## src/rtl/ad9361_seq_engine.sv

```systemverilog
// ad9361_seq_engine: table-driven SPI register sequencer for AD9361 bring-up.
// Walks a synchronous command ROM (WRITE / masked POLL with retry / DELAY / END)
// and drives the ad936_spi_drv request/busy handshake.
// Build option: define AD9361_SEQ_WRITE_VERIFY_EN to read back and compare
// every WRITE under its mask (mask 0x00 means 0xFF).
module ad9361_seq_engine #(
    parameter int unsigned ADDR_W   = 12,
    parameter int unsigned DEPTH    = 2600,
    parameter int unsigned NFLAG    = 16,
    parameter int unsigned DLY_DIV  = 20000,
    parameter int unsigned POLL_MAX = 1000,
    parameter int unsigned POLL_GAP = 20000
) (
    input  logic              sys_clk,
    input  logic              sys_rst,
    input  logic              start,
    output logic [ADDR_W-1:0] rom_addr,
    input  logic [31:0]       rom_data,
    output logic [9:0]        spi_addr,
    output logic [7:0]        spi_wdata,
    output logic              spi_req,
    output logic              spi_wr_rdn,
    input  logic [7:0]        spi_rdata,
    input  logic              spi_rdata_vld,
    input  logic              spi_busy,
    output logic              seq_busy,
    output logic              seq_done,
    output logic              seq_err,
    output logic [ADDR_W-1:0] err_idx,
    output logic [NFLAG-1:0]  flags
);
    localparam int unsigned ATT_W = $clog2(POLL_MAX + 1);
    localparam int unsigned GAP_W = (POLL_GAP > 1) ? $clog2(POLL_GAP) : 1;
    localparam int unsigned DIV_W = (DLY_DIV > 1) ? $clog2(DLY_DIV) : 1;

    typedef enum logic [1:0] {OP_WRITE, OP_POLL, OP_DELAY, OP_END} op_t;
    typedef enum logic [3:0] {
        S_IDLE, S_FETCH, S_DECODE, S_ISSUE, S_ACK, S_RDWAIT,
        S_CHECK, S_GAP, S_DELAY, S_NEXT, S_DONE, S_ERR
    } state_t;

    state_t            state_q, state_d;
    logic [ADDR_W-1:0] idx_q, idx_d, err_idx_q, err_idx_d;
    logic [31:0]       cmd_q, cmd_d;
    logic [NFLAG-1:0]  flags_q, flags_d;
    logic              done_q, done_d, err_q, err_d;
    logic [ATT_W-1:0]  att_q, att_d;
    logic [GAP_W-1:0]  gap_q, gap_d;
    logic [DIV_W-1:0]  div_q, div_d;
    logic [25:0]       tick_q, tick_d;
    logic [7:0]        rdata_q, rdata_d;
    logic [7:0]        cmp_mask;
    logic              rd_match;
    logic              issuing;
    op_t               cmd_op;
`ifdef AD9361_SEQ_WRITE_VERIFY_EN
    logic              vfy_q, vfy_d;
`endif

    assign cmd_op   = op_t'(cmd_q[31:30]);
    assign issuing  = (state_q == S_ISSUE) || (state_q == S_ACK);
    assign rom_addr = idx_q;
    assign spi_addr  = issuing ? cmd_q[25:16] : '0;
    assign spi_wdata = issuing ? cmd_q[7:0]   : '0;
    // Request drops combinationally the cycle the driver reports busy.
    assign spi_req  = (state_q == S_ACK) && !spi_busy;
`ifdef AD9361_SEQ_WRITE_VERIFY_EN
    assign spi_wr_rdn = issuing && (cmd_op == OP_WRITE) && !vfy_q;
`else
    assign spi_wr_rdn = issuing && (cmd_op == OP_WRITE);
`endif
    assign seq_busy = !((state_q == S_IDLE) || (state_q == S_DONE) || (state_q == S_ERR));
    assign seq_done = done_q;
    assign seq_err  = err_q;
    assign err_idx  = err_idx_q;
    assign flags    = flags_q;

    // Masked compare of the latched read data against the command's expected byte.
    always_comb begin
        cmp_mask = cmd_q[15:8];
`ifdef AD9361_SEQ_WRITE_VERIFY_EN
        if (vfy_q && (cmp_mask == '0)) cmp_mask = '1;
`endif
        rd_match = (rdata_q & cmp_mask) == (cmd_q[7:0] & cmp_mask);
    end

    // Next-state logic for the sequencer.
    always_comb begin
        state_d   = state_q;
        idx_d     = idx_q;
        err_idx_d = err_idx_q;
        cmd_d     = cmd_q;
        flags_d   = flags_q;
        done_d    = done_q;
        err_d     = err_q;
        att_d     = att_q;
        gap_d     = gap_q;
        div_d     = div_q;
        tick_d    = tick_q;
        rdata_d   = rdata_q;
`ifdef AD9361_SEQ_WRITE_VERIFY_EN
        vfy_d     = vfy_q;
`endif
        case (state_q)
            S_IDLE, S_DONE, S_ERR: begin
                if (start) begin
                    state_d   = S_FETCH;
                    idx_d     = '0;
                    err_idx_d = '0;
                    flags_d   = '0;
                    done_d    = 1'b0;
                    err_d     = 1'b0;
                    att_d     = '0;
`ifdef AD9361_SEQ_WRITE_VERIFY_EN
                    vfy_d     = 1'b0;
`endif
                end
            end
            S_FETCH: state_d = S_DECODE;
            S_DECODE: begin
                cmd_d = rom_data;
                case (op_t'(rom_data[31:30]))
                    OP_WRITE, OP_POLL: state_d = S_ISSUE;
                    OP_DELAY: begin
                        tick_d  = rom_data[25:0];
                        div_d   = '0;
                        state_d = (rom_data[25:0] == '0) ? S_NEXT : S_DELAY;
                    end
                    default: begin
                        done_d  = 1'b1;
                        state_d = S_DONE;
                    end
                endcase
            end
            S_ISSUE: if (!spi_busy) state_d = S_ACK;
            S_ACK: begin
                if (spi_busy) begin
`ifdef AD9361_SEQ_WRITE_VERIFY_EN
                    if ((cmd_op == OP_POLL) || vfy_q) state_d = S_RDWAIT;
                    else begin
                        vfy_d   = 1'b1;
                        state_d = S_ISSUE;
                    end
`else
                    state_d = (cmd_op == OP_POLL) ? S_RDWAIT : S_NEXT;
`endif
                end
            end
            S_RDWAIT: begin
                if (spi_rdata_vld) begin
                    rdata_d = spi_rdata;
                    state_d = S_CHECK;
                end
            end
            S_CHECK: begin
`ifdef AD9361_SEQ_WRITE_VERIFY_EN
                if (vfy_q) begin
                    vfy_d = 1'b0;
                    if (rd_match) state_d = S_NEXT;
                    else begin
                        err_d     = 1'b1;
                        err_idx_d = idx_q;
                        state_d   = S_ERR;
                    end
                end else
`endif
                if (rd_match) begin
                    for (int unsigned i = 0; i < NFLAG; i++) begin
                        if (32'(cmd_q[29:26]) == i) flags_d[i] = 1'b1;
                    end
                    att_d   = '0;
                    state_d = S_NEXT;
                end else if (32'(att_q) + 32'd1 >= POLL_MAX) begin
                    att_d     = att_q + ATT_W'(1);
                    err_d     = 1'b1;
                    err_idx_d = idx_q;
                    state_d   = S_ERR;
                end else begin
                    att_d   = att_q + ATT_W'(1);
                    gap_d   = '0;
                    state_d = S_GAP;
                end
            end
            S_GAP: begin
                if (32'(gap_q) == POLL_GAP - 1) begin
                    gap_d   = '0;
                    state_d = S_ISSUE;
                end else begin
                    gap_d = gap_q + GAP_W'(1);
                end
            end
            S_DELAY: begin
                if (32'(div_q) == DLY_DIV - 1) begin
                    div_d = '0;
                    if (tick_q == 26'd1) state_d = S_NEXT;
                    else tick_d = tick_q - 26'd1;
                end else begin
                    div_d = div_q + DIV_W'(1);
                end
            end
            S_NEXT: begin
                if (32'(idx_q) + 32'd1 == DEPTH) begin
                    err_d     = 1'b1;
                    err_idx_d = ADDR_W'(DEPTH - 1);
                    state_d   = S_ERR;
                end else begin
                    idx_d   = idx_q + ADDR_W'(1);
                    state_d = S_FETCH;
                end
            end
            default: state_d = S_IDLE;
        endcase
    end

    // State and datapath registers.
    always_ff @(posedge sys_clk or posedge sys_rst) begin
        if (sys_rst) begin
            state_q   <= S_IDLE;
            idx_q     <= '0;
            err_idx_q <= '0;
            cmd_q     <= '0;
            flags_q   <= '0;
            done_q    <= 1'b0;
            err_q     <= 1'b0;
            att_q     <= '0;
            gap_q     <= '0;
            div_q     <= '0;
            tick_q    <= '0;
            rdata_q   <= '0;
        end else begin
            state_q   <= state_d;
            idx_q     <= idx_d;
            err_idx_q <= err_idx_d;
            cmd_q     <= cmd_d;
            flags_q   <= flags_d;
            done_q    <= done_d;
            err_q     <= err_d;
            att_q     <= att_d;
            gap_q     <= gap_d;
            div_q     <= div_d;
            tick_q    <= tick_d;
            rdata_q   <= rdata_d;
        end
    end

`ifdef AD9361_SEQ_WRITE_VERIFY_EN
    // Marks the readback phase that follows each WRITE.
    always_ff @(posedge sys_clk or posedge sys_rst) begin
        if (sys_rst) vfy_q <= 1'b0;
        else         vfy_q <= vfy_d;
    end
`endif

endmodule

```

## config.mk

```make
export PLATFORM = sky130hd
export DESIGN_NAME = ad9361_seq_engine
export DESIGN_NICKNAME = d
export VERILOG_FILES = /design/src/rtl/ad9361_seq_engine.sv
export SDC_FILE = /design/constraint.sdc
export NUM_CORES = 1
export LEC_CHECK = 0
export CAP_MARGIN = 20
export CORE_ASPECT_RATIO = 0.9
export CORE_MARGIN = 1
export CORE_UTILIZATION = 40
export CTS_BUF_LIST = sky130_fd_sc_hd__clkbuf_16
export CTS_CLUSTER_SIZE = 14
export DETAILED_ROUTE_END_ITERATION = 10
export HOLD_SLACK_MARGIN = 0.08
export PLACE_DENSITY = 0.69
export REMOVE_ABC_BUFFERS = 1
export SYNTH_ARGS = -nofsm -noshare
export SYNTH_HDL_FRONTEND = slang
export SYNTH_SLANG_ARGS = --single-unit
```

## constraint.sdc

```tcl
create_clock -name sys_clk -period 5.8 [get_ports sys_clk]
set_clock_uncertainty 0.05 [all_clocks]
set_input_delay 1.45 -clock sys_clk [delete_from_list [all_inputs] [get_ports sys_clk]]
set_output_delay 1.45 -clock sys_clk [all_outputs]
set_load 0.1 [all_outputs]
```

* After elaboration in Yosys (flattened, before gate mapping) *
Index checks and enable logic that the tools add are counted.

storage, ports and cells
  word-level logic and storage cells = 212
  output and inout port bits = 63
  input bits = 45
  register bits = 152

operators by class
  bitwise gates (word level) = 2
  eq/ne operators = 66
  reduce and logical (&&, ||, !) cells = 46
  mux-type cells = 63
  $lt $le $gt $ge = 1
  add/sub/neg operators = 7

operators by type and width
  cell                   count
  $mux 26                3
  $mux 15                5
  $reduce_and 4->1       17
  $ne 2x2->1 const B     32
  $mux 12                5
  $pmux 15 s2            2
  $pmux 26 s2            1
  $eq 4x4->1 const B     12
  $mux 4                 11
  $pmux 4 s10            1
  $pmux 12 s3            1
  $eq 4x3->1 const B     8
  $mux 16                2
  $pmux 16 s2            1
  $add 15x1->15 const B  2
  $eq 15x15->1 const B   2
  $mux 10                3
  $eq 26x1->1 const B    1
  $logic_not 26->1       1
  $sub 26x1->26 const B  1
  $pmux 12 s2            1
  $mux 1                 22
  $pmux 10 s2            1
  $and 8x8->8            2
  other kinds (28)       48

* Longest topological paths before layout *
Gate-level depths: netlist of run 1.

  depth after elaboration = 5
  gate-level depth with buffers = 8
  depth with buffers taken out = 7

* Worst setup path before layout of run 1 *
Ideal clock, no wire load.

  kind = input to output
  start = input spi_busy
  end = output spi_req
  data arrival time = 4.324 ns
  buffers on the path = 0
  setup slack = -0.024 ns
  stages = 1
  required time = 4.300 ns
  cells stage by stage = nor4_1

between the ends
  word-level cells in the longest chain between the ends = 2

RTL lines
  element             RTL line  source
  start: declaration  25        input logic spi_busy,
  $logic_not 1->1     --
  $logic_and 1x1->1   66        assign spi_req = (state_q == S_ACK) && !spi_busy;
  end: declaration    21        output logic spi_req,

No other way between the ends.

* Worst setup path in the final report of run 1 *
  start = register state_q[0]
  end = output spi_wr_rdn

between the ends
  word-level cells in the longest chain between the ends = 3
  elaborated cells on any way between the ends = 4
  those cells by class = 2 x eq/ne; 2 x reduce/logical

RTL lines
  element                                   RTL line  source
  start: declaration                        42        state_t state_q, state_d;
  start signal: assignment                  231       state_q <= state_d;
  $eq 4x2->1 or $eq 4x3->1 (tied branches)  61        assign issuing = (state_q == S_ISSUE) || (state_q == S_ACK);
  $logic_or 1x1->1 *                        61
  $logic_and 1x1->1 *                       70        assign spi_wr_rdn = issuing && (cmd_op == OP_WRITE);
  end: declaration                          22        output logic spi_wr_rdn,

Every way passes the cells marked *; elsewhere a longest branch is shown, timed or not.

==> flow_summary.yaml, run 1 <==
worst_setup_path:
  cp.arrival_ns: 3.12
  required_ns: 4.30
  criticalPathCategory: "flop to primary output"
  path_max_fanout: 18
  cp-start-kind: "flop"
  end_kind: "primary output"
pwr:
  power_density_nw_per_um2: 523
  total_power_mw: 5.28
  ir_worst_vdd_uv: 315
  leakage_nw: 4.18
outcome:
  status: "finished, final reports clean"
grt:
  grt_pass1_vias: 6649
  grt_max_degree: 88
  antenna_found_initial: 0
  overflow: 0
  grt_pass1_wl_um: 34800
  track_usage_pct: 20.4
die:
  coreArea_sq_um: 20100
  rows: 49
  dieArea_sq_um: 21200
  die_w_um: 153
  die_h_um: 138
  io_pins: 108
  initial_core_util_pct: 41.0
clock_tree:
  hold_buffers: 0
  path_clk_slew_ns: 0.06
  insertion_delay_ns: 0.43
  postCtsSetupBuffers: 0
  clock_path_buffers: 2
  clock_sinks: 152
  cts_root_buf: "clkbuf_16"
  htreeDepth: 4
  numCtsBuffers: 17
  tritoncts: "done"
  post_cts_resized: 0
layout:
  final.fill_count: 1826
  syn_to_final_growth_pct: 22.3
  fin_cells: 1220
  diodes: 0
  drive_gt1_share_pct: 13.2
  final_area_sq_um: 10100
  layout.nets: 1003
routing:
  route.detailed.drc: 0
  drt-vias-per-instance: 5.75
  drt-initial-drc-count: 635
  final_antenna_net_count: 0
  firstDrtPassIters: 5
  wl_um: 20700
  routedWlPerCell_um: 16.9
  vias: 7020
synthesis:
  synthTopCellsByArea: "dfrtp_1 (46%), mux2_2 (5.3%), o21ai_0 (4.2%), nor2_1 (3.7%), a21oi_1 (3.5%)"
  ys.flop_type: "dfrtp_1"
  synth.distinct_cells: 75
  ys_seq_area_share_pct: 46.1
  avgSynthCellArea_sq_um: 9.58
  synthTopCellsByCount: "dfrtp_1 (152), nor2_1 (81), o21ai_0 (69)"
  synth_seq_cells: 152
  synth_top_area_share_pct: 46.1
  synth.most_common_cell: "dfrtp_1"
  synth_area_sq_um: 8250
  synth_edf_count: 0
  yosys.area.top_type: "dfrtp_1"
  ys_warn_count: 0
  synthCells: 861
  async_flop_share_pct: 100
sta:
  min_period_over_period_pct: 79.6
  tns_ns: 0
  fmax_ghz: 0.217
  slew_headroom_pct: 30.3
  worstMarginPinSlew_ns: 1.04
  rsz0062_at_grt: "false"
  fin_crit_ns: 4.62
  setup-violations-final: 0
  maxSlewViolCount: 0
  timing.final.hold_violations: 0
placement:
  dp_cells: 1186
  gp_congestion: 0.840
  numPortBuffers: 107
  dpl_cell_area_sq_um: 9480
  hpwl_um: 14300
job:
  cap_viol_max_count: 0
min_path:
  hp-class: "flop to flop"
==> final cells by class <==
cell class,count,area [sq um],area share [%]
clock buffers,17,425,4.22
clock inverters,15,164,1.62
inverters,24,95.1,0.942
multi-input cells,639,4160,41.2
flip-flops and latches,152,3800,37.7
well taps,255,319,3.16
repair buffers,118,1120,11.1
==> per-layer routing <==
metal  share of wire, %  vias up  track usage [%]
li1                   -     3379                -
met1                 49     3427             29.5
met2                 45      195             30.8
met3                4.8       19             4.14
met4                1.5        0             6.26
met5                  0        -                0
==> metrics by stage <==
| stage | utilization (%) | setup slack, ns | hold slack (ns) |
|---|---|---|---|
| 3_3_place_gp | 47.2 | 1.65 | 0.411 |
| 2_1_floorplan | - | -0.0243 | 0.386 |
| 3_5_place_dp | 47.2 | 1.64 | 0.415 |
| 6_report | 50.2 | 1.18 | 0.427 |
| 5_1_grt | 50.2 | 1.06 | 0.458 |
| 4_1_cts | 50.1 | 1.21 | 0.424 |
==> critical path, cell delays in order, from the launching register on <==
cell and delay [ns]:
dfrtp_1 0.76, nand2_1 0.17, nor2_1 0.20, a21oi_1 0.09, nor4_1 0.22, clkdlybuf4s50_1 1.24
==> flip-flops by register name, indices dropped and copies added (netlist names) <==
signal / flops
gap_q: 15
tick_q: 26
rdata_q: 8
att_q: 10
state_q: 4
div_q: 15
err_idx: 12
flags: 16
seq_done: 1
cmd_q: 32
rom_addr: 12
seq_err: 1
==> cells in the final DEF, fill, tap and decap left out, types with 7 or more instances in the layout <==
| cell | Yosys | routed |
|---|---|---|
| a21oi_1 | 58 | 58 |
| a22o_1 | 21 | 21 |
| a22oi_1 | 14 | 14 |
| a31oi_1 | 25 | 25 |
| and2_1 | 28 | 28 |
| and3_1 | 7 | 7 |
| buf_4 | 2 | 28 |
| clkbuf_16 | 0 | 17 |
| clkdlybuf4s50_1 | 0 | 88 |
| dfrtp_1 | 152 | 152 |
| inv_1 | 24 | 23 |
| inv_6 | 0 | 8 |
| mux2_2 | 39 | 39 |
| mux2i_1 | 10 | 10 |
| nand2_1 | 60 | 60 |
| nand2b_1 | 8 | 8 |
| nand3_1 | 20 | 20 |
| nand4_1 | 14 | 14 |
| nor2_1 | 81 | 81 |
| nor2b_1 | 10 | 10 |
| nor3_1 | 21 | 21 |
| nor4_1 | 17 | 17 |
| o21ai_0 | 69 | 69 |
| or3_1 | 8 | 8 |
| xor2_1 | 13 | 13 |
==> cells by family after synthesis <==
family	count (synthesis)	share of synthesized area (%)
adders and majority gates	6	0.910
and+or+nand+nor	307	19.7
muxes	49	6.54
AOI/OAI and AO/OA	262	21.6
buffers and inverters	70	3.55
xor gates and xnor gates	15	1.59
DFF	152	46.1
==> report_power, final <==
group / total (mW) / internal (mW) / switching [mW] / leakage [nW]
logic: 2.40 / 0.756 / 1.64 / 1.91
clock network: 1.13 / 0.644 / 0.484 / 0.292
registers: 1.75 / 1.40 / 0.351 / 1.98
==> final timing paths <==
| kind | from | end | slack (ns) | cells after the start |
|---|---|---|---|---|
| max | state_q[0]$_DFFE_PP0P_ | spi_wr_rdn | 1.18 | 5 |
| min | gap_q[11]$_DFFE_PP0P_ | gap_q[11]$_DFFE_PP0P_ | 0.43 | 1 |
| max reg2reg | state_q[1]$_DFFE_PP0P_ | tick_q[18]$_DFFE_PP0P_ | 2.74 | 7 |
| min reg2reg | gap_q[11]$_DFFE_PP0P_ | gap_q[11]$_DFFE_PP0P_ | 0.43 | 1 |
| max in group asynchronous | sys_rst | att_q[5]$_DFFE_PP0P_ | 3.37 | 3 |
| min in group asynchronous | sys_rst | gap_q[7]$_DFFE_PP0P_ | 1.43 | 2 |
Power figures use the tool's default switching activity.
==> run 2: changes to the inputs <==
- PLACE_DENSITY: 0.69 -> 0.67
- clock period: 5.8 -> 4.45 ns (I/O delays scaled with it)
==> run 2 against run 1 <==
Against the previous run:
- setup slack worse by 0.34 ns
- sequential cell count unchanged
- cell area up 1.9%
- critical endpoint is now spi_req
- largest power group unchanged
- clock power up 22%
- die area unchanged
- non-clock buffer count up 2
- total power up 31%
==> flow_summary.yaml, run 2 (synthesis results as in run 1) <==
outcome:
  status: "finished, final reports clean"
worst_setup_path:
  path_max_fanout: 3
  cp-start-kind: "input pin"
  slowest_delay_ns: 0.50
  critPathBufInv: 2
  end_kind: "primary output"
  path_delay_family: "buffers and inverters"
  reg2reg_slack_ns: 1.40
  required_ns: 3.29
  cp.arrival_ns: 2.45
  r2r-end: "rom_addr[0]$_DFFE_PP0P_"
  reg2reg_depth: 7
  crit_chain: "clkdlybuf4s50_1 > nor4_1 > buf_4"
  timing.rr.start: "state_q[0]$_DFFE_PP0P_"
  criticalPathCategory: "input pin to primary output"
  crit_slowest_cell: "clkdlybuf4s50_1"
min_path:
  min_from: "div_q[14]$_DFFE_PP0P_"
  whs_path_depth: 1
  hold_path_end: "div_q[14]$_DFFE_PP0P_"
  hp-class: "flop to flop"
clock_tree:
  post_cts_resized: 0
  tritoncts: "done"
  hold_buffers: 0
  postCtsSetupBuffers: 0
  clock_path_buffers: 2
  htreeDepth: 4
  insertion_delay_ns: 0.43
  numCtsBuffers: 17
  clock_sinks: 152
  path_clk_slew_ns: 0.06
  cts_root_buf: "clkbuf_16"
routing:
  firstDrtPassIters: 5
  drt-vias-per-instance: 5.76
  vias: 7031
  drt-initial-drc-count: 433
  final_antenna_net_count: 0
  route.detailed.drc: 0
  routedWlPerCell_um: 17.2
  wl_um: 21000
placement:
  hpwl_um: 14400
  pre_cts_slack_ns: 0.830
  numPortBuffers: 107
  gp_congestion: 0.843
sta:
  setup-violations-final: 0
  worstMarginPinSlew_ns: 1.02
  timing.final.hold_violations: 0
  worst_slack_ns: 0.842
  maxSlewViolCount: 0
  fmax_ghz: 0.277
  min_period_over_period_pct: 81.1
  slew_headroom_pct: 32.1
  rsz0062_at_grt: "false"
  fin_crit_ns: 3.61
pwr:
  leakage_nw: 4.22
  combPwrFrac_pct: 47.2
  ir_worst_vdd_uv: 438
  p_sw_share_pct: 46.7
  power_density_nw_per_um2: 675
  p_int_mw: 3.70
  power_frac_seq_pct: 32.9
  power.switching_mw: 3.24
  power_frac_clock_pct: 19.9
grt:
  track_usage_pct: 20.6
  grt_pass1_wl_um: 35100
  overflow: 0
  antenna_found_initial: 0
  grt_max_degree: 94
  grt_pass1_vias: 6651
layout:
  final.fill_count: 1826
  syn_to_final_growth_pct: 24.7
  final_common_cell: "dfrtp_1"
  layout.nets: 1005
  diodes: 0
  largest_reg_flops: 32
  fin_util_pct: 51.1
  final_cell_mix: "dfrtp_1 (152), clkdlybuf4s50_1 (86), nor2_1 (81)"
  regMostFlops: "cmd_q"
  drive_gt1_share_pct: 13.4
die:
  initial_core_util_pct: 41.0
  dieArea_sq_um: 21200
  die_w_um: 153
  rows: 49
  io_pins: 108
  die_h_um: 138
  coreArea_sq_um: 20100
job:
  cap_viol_max_count: 0
==> run 2: cell types whose count changed in the layout (fill, tap and decap cells not counted) <==
cell	previous run	this run
inv_8	1	0
bufinv_16	2	1
clkinvlp_4	1	2
clkinv_1	0	1
buf_12	1	19
clkdlybuf4s50_1	88	86
buf_4	28	15
buf_6	1	0
clkinv_4	1	3
inv_6	8	5
==> run 2: layout make-up <==
type / instances / area, sq um / area share [%]
tap: 255 / 319 / 3.10
inverter: 24 / 95.1 / 0.925
timing repair buffer: 120 / 1350 / 13.2
clock inverter: 14 / 125 / 1.22
multi-input combinational: 639 / 4160 / 40.5
sequential: 152 / 3800 / 37.0
clock buffer: 17 / 425 / 4.14
==> run 2: layer usage <==
| layer | global-route usage [%] | up-vias | share of wire [%] |
|---|---|---|---|
| met5 | 0 | - | 0 |
| met4 | 6.42 | 0 | 1.6 |
| met3 | 4.51 | 33 | 5.0 |
| met2 | 30.6 | 172 | 45 |
| met1 | 29.8 | 3456 | 48 |
| li1 | - | 3370 | - |
==> run 2: how the worst max path moves through the flow <==
stage | start | end | slack [ns] | depth (start not counted)
detailed placement | spi_busy | spi_req | 0.83 | 3
global route | state_q[0]$_DFFE_PP0P_ | spi_wdata[3] | 0.69 | 7
CTS | spi_busy | spi_req | 0.83 | 3
global placement | spi_busy | spi_req | 0.79 | 3
floorplan | sys_rst | att_q[0]$_DFFE_PP0P_ | -0.81 | 1
finish | spi_busy | spi_req | 0.84 | 3
==> run 2: power groups by stage <==
stage	sequential [mW]	clock, mW	combinational [mW]
after floorplan	2.85	0	1.73
after global placement	2.28	0	3.23
after detailed placement	2.30	0	3.27
after CTS	2.28	1.41	3.29
after global routing	2.36	1.46	3.49
final	2.28	1.38	3.28
==> run 2: worst reg2reg max path: cells and delay by family, from the launching register on <==
kind / cells / cell delay [ns]
flip-flops: 1 / 0.76
multiplexers: 1 / 0.22
AND/OR/NAND/NOR: 2 / 0.66
buffers and inverters: 2 / 0.56
AO/OA/AOI/OAI: 2 / 0.74
==> run 2: per-stage QoR <==
step                area (sq um)  hold slack [ns]  power (mW)  std cells  TNS (ns)
finish                     10300            0.413        6.94       1221         0
global route               10300            0.442        7.31       1221         0
CTS                        10300            0.421        6.97       1221         0
detailed placement          9730            0.406        5.57       1190         0
global placement            9730            0.409        5.52       1190         0
floorplan                   8050            0.386        4.58        815   -123.63
